**config.mk**
```make
export PLATFORM = sky130hd
export DESIGN_NAME = apb_master
export DESIGN_NICKNAME = d
export VERILOG_FILES = /design/src/rtl/apb_master.sv
export SDC_FILE = /design/constraint.sdc
export NUM_CORES = 1
export LEC_CHECK = 0
export ABC_AREA = 1
export BUFFER_PORTS_ARGS = -buffer_cell sky130_fd_sc_hd__buf_2
export CORE_MARGIN = 5
export CORE_UTILIZATION = 44
export DETAILED_ROUTE_END_ITERATION = 6
export GPL_ROUTABILITY_DRIVEN = 0
export GPL_TIMING_DRIVEN = 0
export PLACE_DENSITY = 0.76
export SETUP_SLACK_MARGIN = 0.4
export SYNTH_ARGS = -nofsm -noshare
export SYNTH_HDL_FRONTEND = slang
export SYNTH_SLANG_ARGS = --single-unit
```
**constraint.sdc**
```tcl
create_clock -name clk -period 1.4 [get_ports clk]
set_input_delay 0.07 -clock clk [delete_from_list [all_inputs] [get_ports clk]]
set_output_delay 0.07 -clock clk [all_outputs]
set_load 0.01 [all_outputs]
```
**src/rtl/apb_master.sv**
```systemverilog
// APB3 requester: single-beat command/response to SETUP/ACCESS transfers.
// Optional ACCESS timeout enabled by defining APB_MASTER_TIMEOUT_EN.
module apb_master #(
  parameter int unsigned ADDR_W         = 10,
  parameter int unsigned DATA_W         = 32,
  parameter int unsigned TIMEOUT_CYCLES = 16
) (
  input  logic              clk,
  input  logic              reset,
  input  logic              cmd_valid_i,
  output logic              cmd_ready_o,
  input  logic              cmd_write_i,
  input  logic [ADDR_W-1:0] cmd_addr_i,
  input  logic [DATA_W-1:0] cmd_wdata_i,
  output logic              rsp_valid_o,
  output logic [DATA_W-1:0] rsp_rdata_o,
  output logic              rsp_err_o,
  output logic              psel_o,
  output logic              penable_o,
  output logic [ADDR_W-1:0] paddr_o,
  output logic              pwrite_o,
  output logic [DATA_W-1:0] pwdata_o,
  input  logic [DATA_W-1:0] prdata_i,
  input  logic              pready_i
);

  if (TIMEOUT_CYCLES < 1 || TIMEOUT_CYCLES > 255) begin : g_bad_timeout
    $error("apb_master: TIMEOUT_CYCLES must be in 1..255");
  end

  typedef enum logic [1:0] {
    IDLE   = 2'd0,
    SETUP  = 2'd1,
    ACCESS = 2'd2
  } state_e;

  state_e            state_q;
  logic              cmd_ready_q;
  logic              psel_q;
  logic              penable_q;
  logic              pwrite_q;
  logic [ADDR_W-1:0] paddr_q;
  logic [DATA_W-1:0] pwdata_q;
  logic              rsp_valid_q;
  logic [DATA_W-1:0] rsp_rdata_q;

`ifdef APB_MASTER_TIMEOUT_EN
  localparam int unsigned CNT_W = $clog2(TIMEOUT_CYCLES + 1);
  logic [CNT_W-1:0] wait_cnt_q;
  logic             rsp_err_q;
  assign rsp_err_o = rsp_err_q;
`else
  assign rsp_err_o = 1'b0;
`endif

  // State and every output are updated together so all outputs come from flops.
  always_ff @(posedge clk) begin
    if (reset) begin
      state_q     <= IDLE;
      cmd_ready_q <= 1'b1;
      psel_q      <= 1'b0;
      penable_q   <= 1'b0;
      pwrite_q    <= 1'b0;
      paddr_q     <= '0;
      pwdata_q    <= '0;
      rsp_valid_q <= 1'b0;
      rsp_rdata_q <= '0;
`ifdef APB_MASTER_TIMEOUT_EN
      wait_cnt_q  <= '0;
      rsp_err_q   <= 1'b0;
`endif
    end else begin
      rsp_valid_q <= 1'b0;
      case (state_q)
        IDLE: begin
          if (cmd_valid_i) begin
            paddr_q     <= cmd_addr_i;
            pwrite_q    <= cmd_write_i;
            pwdata_q    <= cmd_wdata_i;
            cmd_ready_q <= 1'b0;
            psel_q      <= 1'b1;
            state_q     <= SETUP;
          end
        end
        SETUP: begin
          penable_q <= 1'b1;
          state_q   <= ACCESS;
`ifdef APB_MASTER_TIMEOUT_EN
          wait_cnt_q <= '0;
`endif
        end
        ACCESS: begin
          // Completion wins over timeout in the last allowed cycle.
          if (pready_i) begin
            rsp_rdata_q <= pwrite_q ? '0 : prdata_i;
            rsp_valid_q <= 1'b1;
            psel_q      <= 1'b0;
            penable_q   <= 1'b0;
            cmd_ready_q <= 1'b1;
            state_q     <= IDLE;
`ifdef APB_MASTER_TIMEOUT_EN
            rsp_err_q   <= 1'b0;
`endif
          end
`ifdef APB_MASTER_TIMEOUT_EN
          else if (wait_cnt_q == CNT_W'(TIMEOUT_CYCLES - 1)) begin
            rsp_rdata_q <= '0;
            rsp_valid_q <= 1'b1;
            rsp_err_q   <= 1'b1;
            psel_q      <= 1'b0;
            penable_q   <= 1'b0;
            cmd_ready_q <= 1'b1;
            state_q     <= IDLE;
          end else begin
            wait_cnt_q <= wait_cnt_q + CNT_W'(1);
          end
`endif
        end
        default: begin
          psel_q      <= 1'b0;
          penable_q   <= 1'b0;
          cmd_ready_q <= 1'b1;
          state_q     <= IDLE;
        end
      endcase
    end
  end

  assign cmd_ready_o = cmd_ready_q;
  assign psel_o      = psel_q;
  assign penable_o   = penable_q;
  assign paddr_o     = paddr_q;
  assign pwrite_o    = pwrite_q;
  assign pwdata_o    = pwdata_q;
  assign rsp_valid_o = rsp_valid_q;
  assign rsp_rdata_o = rsp_rdata_q;

endmodule

```
==> results.rst <==
.. list-table::
   :header-rows: 1

   * - Metric
     - Value
   * - Maximum count of clock buffers along a single path
     - 2
   * - Die width
     - 91.4 um
   * - P_leak
     - 0.00260 uW
   * - Final ANT Viol Nets
     - 0
   * - Overall Global Routing Usage
     - 0.228
   * - Fill cell instance count of the final layout
     - 411
   * - Final hold violations
     - 0
   * - Setup Crit Path Kind
     - reg2reg
   * - Num CTS Buffers
     - 9
   * - Total vias in the final route
     - 3,415
   * - Post-placement setup slack
     - 0.211 ns
   * - Max Fanout on Critical Path
     - 7
   * - Worst Hold Class
     - in2reg
   * - Fraction of layout instances using a drive strength above 1
     - 0.429
   * - Achievable clock frequency
     - 871 MHz
   * - Result of the run
     - complete, no violations
   * - H-tree depth reported by CTS
     - 3
   * - Power per standard cell area
     - 1040 nW/um^2
   * - Part of the total power dissipated in the clock network
     - 0.349
   * - Yosys reg bits
     - 81
   * - Number of design-rule violations left by the first detailed-router iteration
     - 104
   * - Via density per instance
     - 4.87
   * - Number of library cell types mapped by synthesis
     - 22
   * - Reg2Reg Setup Slack
     - 0.25 ns
   * - Layout area overhead
     - 80.5%
   * - Clock Sink Count
     - 81
   * - Max capacitance violation total
     - 0
   * - Critical path data arrival time
     - 1.42 ns
   * - Overall die area
     - 8360 um^2
   * - Shortest clock period the worst path allows after layout
     - 1.15 ns
   * - Starting density of the core
     - 0.457
   * - Via count of the first global-routing pass
     - 3,292
   * - Post-synth top area cell
     - sky130_fd_sc_hd__dfxtp_1
   * - Top cells by area, synth
     - sky130_fd_sc_hd__dfxtp_1 56%, sky130_fd_sc_hd__nor2_1 11%, sky130_fd_sc_hd__nand3_1 11%
   * - Global-route wire length before repair
     - 15,700 um
   * - Final Max Slew Viols
     - 0
   * - Gate power share
     - 0.191
   * - Count of yosys warnings during synthesis
     - 0
   * - Fin worst setup slack
     - 0.252 ns
   * - Clock-pin transition on the worst setup and hold timing paths
     - 0.07 ns
   * - Slew at the pin with the worst max-slew slack
     - 0.527 ns
   * - CTS tree
     - done
   * - Part of the cycle the worst path needs
     - 0.820
   * - Category of the worst setup path launch point
     - flip-flop
   * - Setup repair after global routing missed its margin
     - true
   * - Internal power of the cells
     - 4100 uW
   * - Number of nets in the synthesized netlist
     - 438
   * - Std-Cell Rows
     - 29
   * - Die height
     - 91.4 um
   * - Input/output buffers
     - 157
   * - Peak supply drop
     - 0.710 mV
   * - Root cell of the clock tree
     - sky130_fd_sc_hd__clkbuf_8
   * - DRC viols
     - 0
   * - Register Area
     - 1630 um^2
   * - Sum of overflow across all layers after global routing
     - 0
   * - Number of antenna violations at the first check in global routing
     - 0
   * - Number of detailed-routing iterations run before antenna repair
     - 4
   * - Post-Syn Instances
     - 359
   * - Share of total power in sequential cells
     - 0.459
   * - Maximum number of pins on one net before global-route repair
     - 13
   * - Setup TNS Final
     - 0 ns
   * - Mean instance size in the synthesized netlist
     - 8.12 um^2
   * - Synth top area share
     - 0.556
   * - Element type at the critical path end
     - flip-flop
   * - Wire per inst
     - 15.1 um
   * - Core outline area
     - 6390 um^2
   * - Detailed-route wire length
     - 10,600 um
   * - Fin Clk Skew
     - 0.00651 ns
   * - Switching power summed over all nets
     - 1370 uW
   * - Required time of the critical path
     - 1.67 ns
   * - Clock latency on the worst-skew pair
     - 0.33 ns
   * - Worst-case headroom to the max-slew limit
     - 0.649
   * - Final setup violation count
     - 0
   * - Switching fraction of total power
     - 0.251
   * - Multi-input logic area
     - 1330 um^2
   * - Final HPWL from detailed placement
     - 5890 um
   * - Post-synth design cell area
     - 2920 um^2
   * - Sequential element share of the synthesized area
     - 0.556
   * - # nets final
     - 697
   * - Count of boundary I/O pins
     - 159
[cell type report]
| cell class | count | area share |
|---|---|---|
| Sequential cell | 81 | 0.309 |
| Timing Repair Buffer | 247 | 0.322 |
| Buffer | 26 | 0.0449 |
| Clock inverter | 2 | 0.0114 |
| Clock buffer | 13 | 0.0321 |
| Inverter | 8 | 0.00856 |
| Multi-Input combinational cell | 245 | 0.252 |
| Tap cell | 77 | 0.0183 |
| Antenna cell | 2 | 0.000951 |
[flip-flops by register name, indices dropped and copies added (netlist names)]
register,flops
pwrite_o,1
psel_o,1
penable_o,1
rsp_valid_o,1
paddr_o,10
cmd_ready_o,1
state_q,2
rsp_rdata_o,32
pwdata_o,32
[through the flow]
| stage | hold WS (ns) | instance area [um^2] | utilization | cells | power (uW) |
|---|---|---|---|---|---|
| 2_1_floorplan | 0.132 | 2930 | - | 359 | 2950 |
| 3_3_place_gp | 0.288 | 3810 | 0.597 | 593 | 3260 |
| 3_5_place_dp | 0.298 | 3810 | 0.597 | 593 | 3280 |
| 4_1_cts | 0.00269 | 4950 | 0.774 | 693 | 5400 |
| 5_1_grt | 0.0237 | 5260 | 0.823 | 699 | 5710 |
| 6_report | 0.0302 | 5260 | 0.824 | 701 | 5470 |
[metal layers]
layer | part of all wire | track usage
met1 | 0.38 | 0.251
met2 | 0.52 | 0.403
met5 | 0 | 0
met3 | 0.064 | 0.0545
met4 | 0.040 | 0.117
[cells in the mapped netlist]
master	instances
sky130_fd_sc_hd__nor2_1	89
sky130_fd_sc_hd__dfxtp_1	81
sky130_fd_sc_hd__nand3_1	65
sky130_fd_sc_hd__nand2_1	37
sky130_fd_sc_hd__o21ai_0	36
sky130_fd_sc_hd__buf_2	9
sky130_fd_sc_hd__buf_6	7
sky130_fd_sc_hd__o21ai_1	7
sky130_fd_sc_hd__inv_1	6
sky130_fd_sc_hd__clkbuf_1	5
sky130_fd_sc_hd__a21oi_1	4
sky130_fd_sc_hd__buf_4	2
sky130_fd_sc_hd__clkbuf_2	2
sky130_fd_sc_hd__buf_1	1
sky130_fd_sc_hd__conb_1	1
sky130_fd_sc_hd__inv_2	1
sky130_fd_sc_hd__inv_4	1
sky130_fd_sc_hd__nand2_4	1
sky130_fd_sc_hd__nand3_4	1
sky130_fd_sc_hd__nand3b_1	1
sky130_fd_sc_hd__nor2_2	1
sky130_fd_sc_hd__nor2_4	1
[cell usage in the layout, fill, tap and decap left out, types with 2 or more instances in the layout]
master,n
sky130_fd_sc_hd__a21oi_1,3
sky130_fd_sc_hd__buf_2,165
sky130_fd_sc_hd__buf_4,10
sky130_fd_sc_hd__buf_6,5
sky130_fd_sc_hd__buf_8,11
sky130_fd_sc_hd__bufinv_16,2
sky130_fd_sc_hd__clkbuf_1,3
sky130_fd_sc_hd__clkbuf_2,2
sky130_fd_sc_hd__clkbuf_8,13
sky130_fd_sc_hd__dfxtp_1,79
sky130_fd_sc_hd__dfxtp_4,2
sky130_fd_sc_hd__diode_2,2
sky130_fd_sc_hd__dlygate4sd3_1,75
sky130_fd_sc_hd__inv_1,5
sky130_fd_sc_hd__nand2_1,36
sky130_fd_sc_hd__nand2_2,2
sky130_fd_sc_hd__nand3_1,34
sky130_fd_sc_hd__nand3_2,31
sky130_fd_sc_hd__nor2_1,87
sky130_fd_sc_hd__nor2_4,3
sky130_fd_sc_hd__o21ai_0,2
sky130_fd_sc_hd__o21ai_1,29
sky130_fd_sc_hd__o21ai_2,12
[path summary, 6_finish.rpt]
path	startpoint	end	depth (start not counted)
worst max-delay path	state_q[0]$_SDFFE_PP0P_	rsp_rdata_o[10]$_SDFFE_PP0P_	7
worst min-delay path	cmd_wdata_i[27]	pwdata_o[27]$_SDFFE_PP0P_	3
worst max register to register	state_q[0]$_SDFFE_PP0P_	rsp_rdata_o[10]$_SDFFE_PP0P_	7
worst min register to register	rsp_rdata_o[23]$_SDFFE_PP0P_	rsp_rdata_o[23]$_SDFFE_PP0P_	2
[cell families (layout without fill, tap and decap cells)]
kind of cell           count (synthesis)  in the layout  synth area share
buffers and inverters                 34            296            0.0699
flip-flops                            81             81             0.556
AND/OR/NAND/NOR                      196            197             0.292
other                                  1              3           0.00129
AO/OA/AOI/OAI                         47             47            0.0807
[power by group through the flow]
stage / Clock (uW) / Sequential (uW) / Combinational (uW)
2_1_floorplan: 0 / 2630 / 321
3_3_place_gp: 0 / 2560 / 703
3_5_place_dp: 0 / 2560 / 715
4_1_cts: 1960 / 2510 / 928
5_1_grt: 2050 / 2530 / 1130
6_report: 1910 / 2520 / 1050
[repair_timing]
action / in CTS / in global routing
resized for setup: 44 / 70
hold buffers: 74 / 1
setup endpoints to repair: 72 / 78
hold endpoints to repair: 74 / 1
setup buffers: 6 / 5
gates cloned: 5 / 0
pin swaps: 7 / 36
[worst max-delay path: stages, from the launching register on]
cell and delay (ns):
sky130_fd_sc_hd__dfxtp_4 0.37, sky130_fd_sc_hd__inv_4 0.06, sky130_fd_sc_hd__nand3_4 0.09, sky130_fd_sc_hd__nor2_4 0.12, sky130_fd_sc_hd__buf_12 0.15, sky130_fd_sc_hd__buf_8 0.12
sky130_fd_sc_hd__nand3_2 0.07, sky130_fd_sc_hd__nand2_2 0.10
No activity file was read; power rests on OpenSTA's default activity.
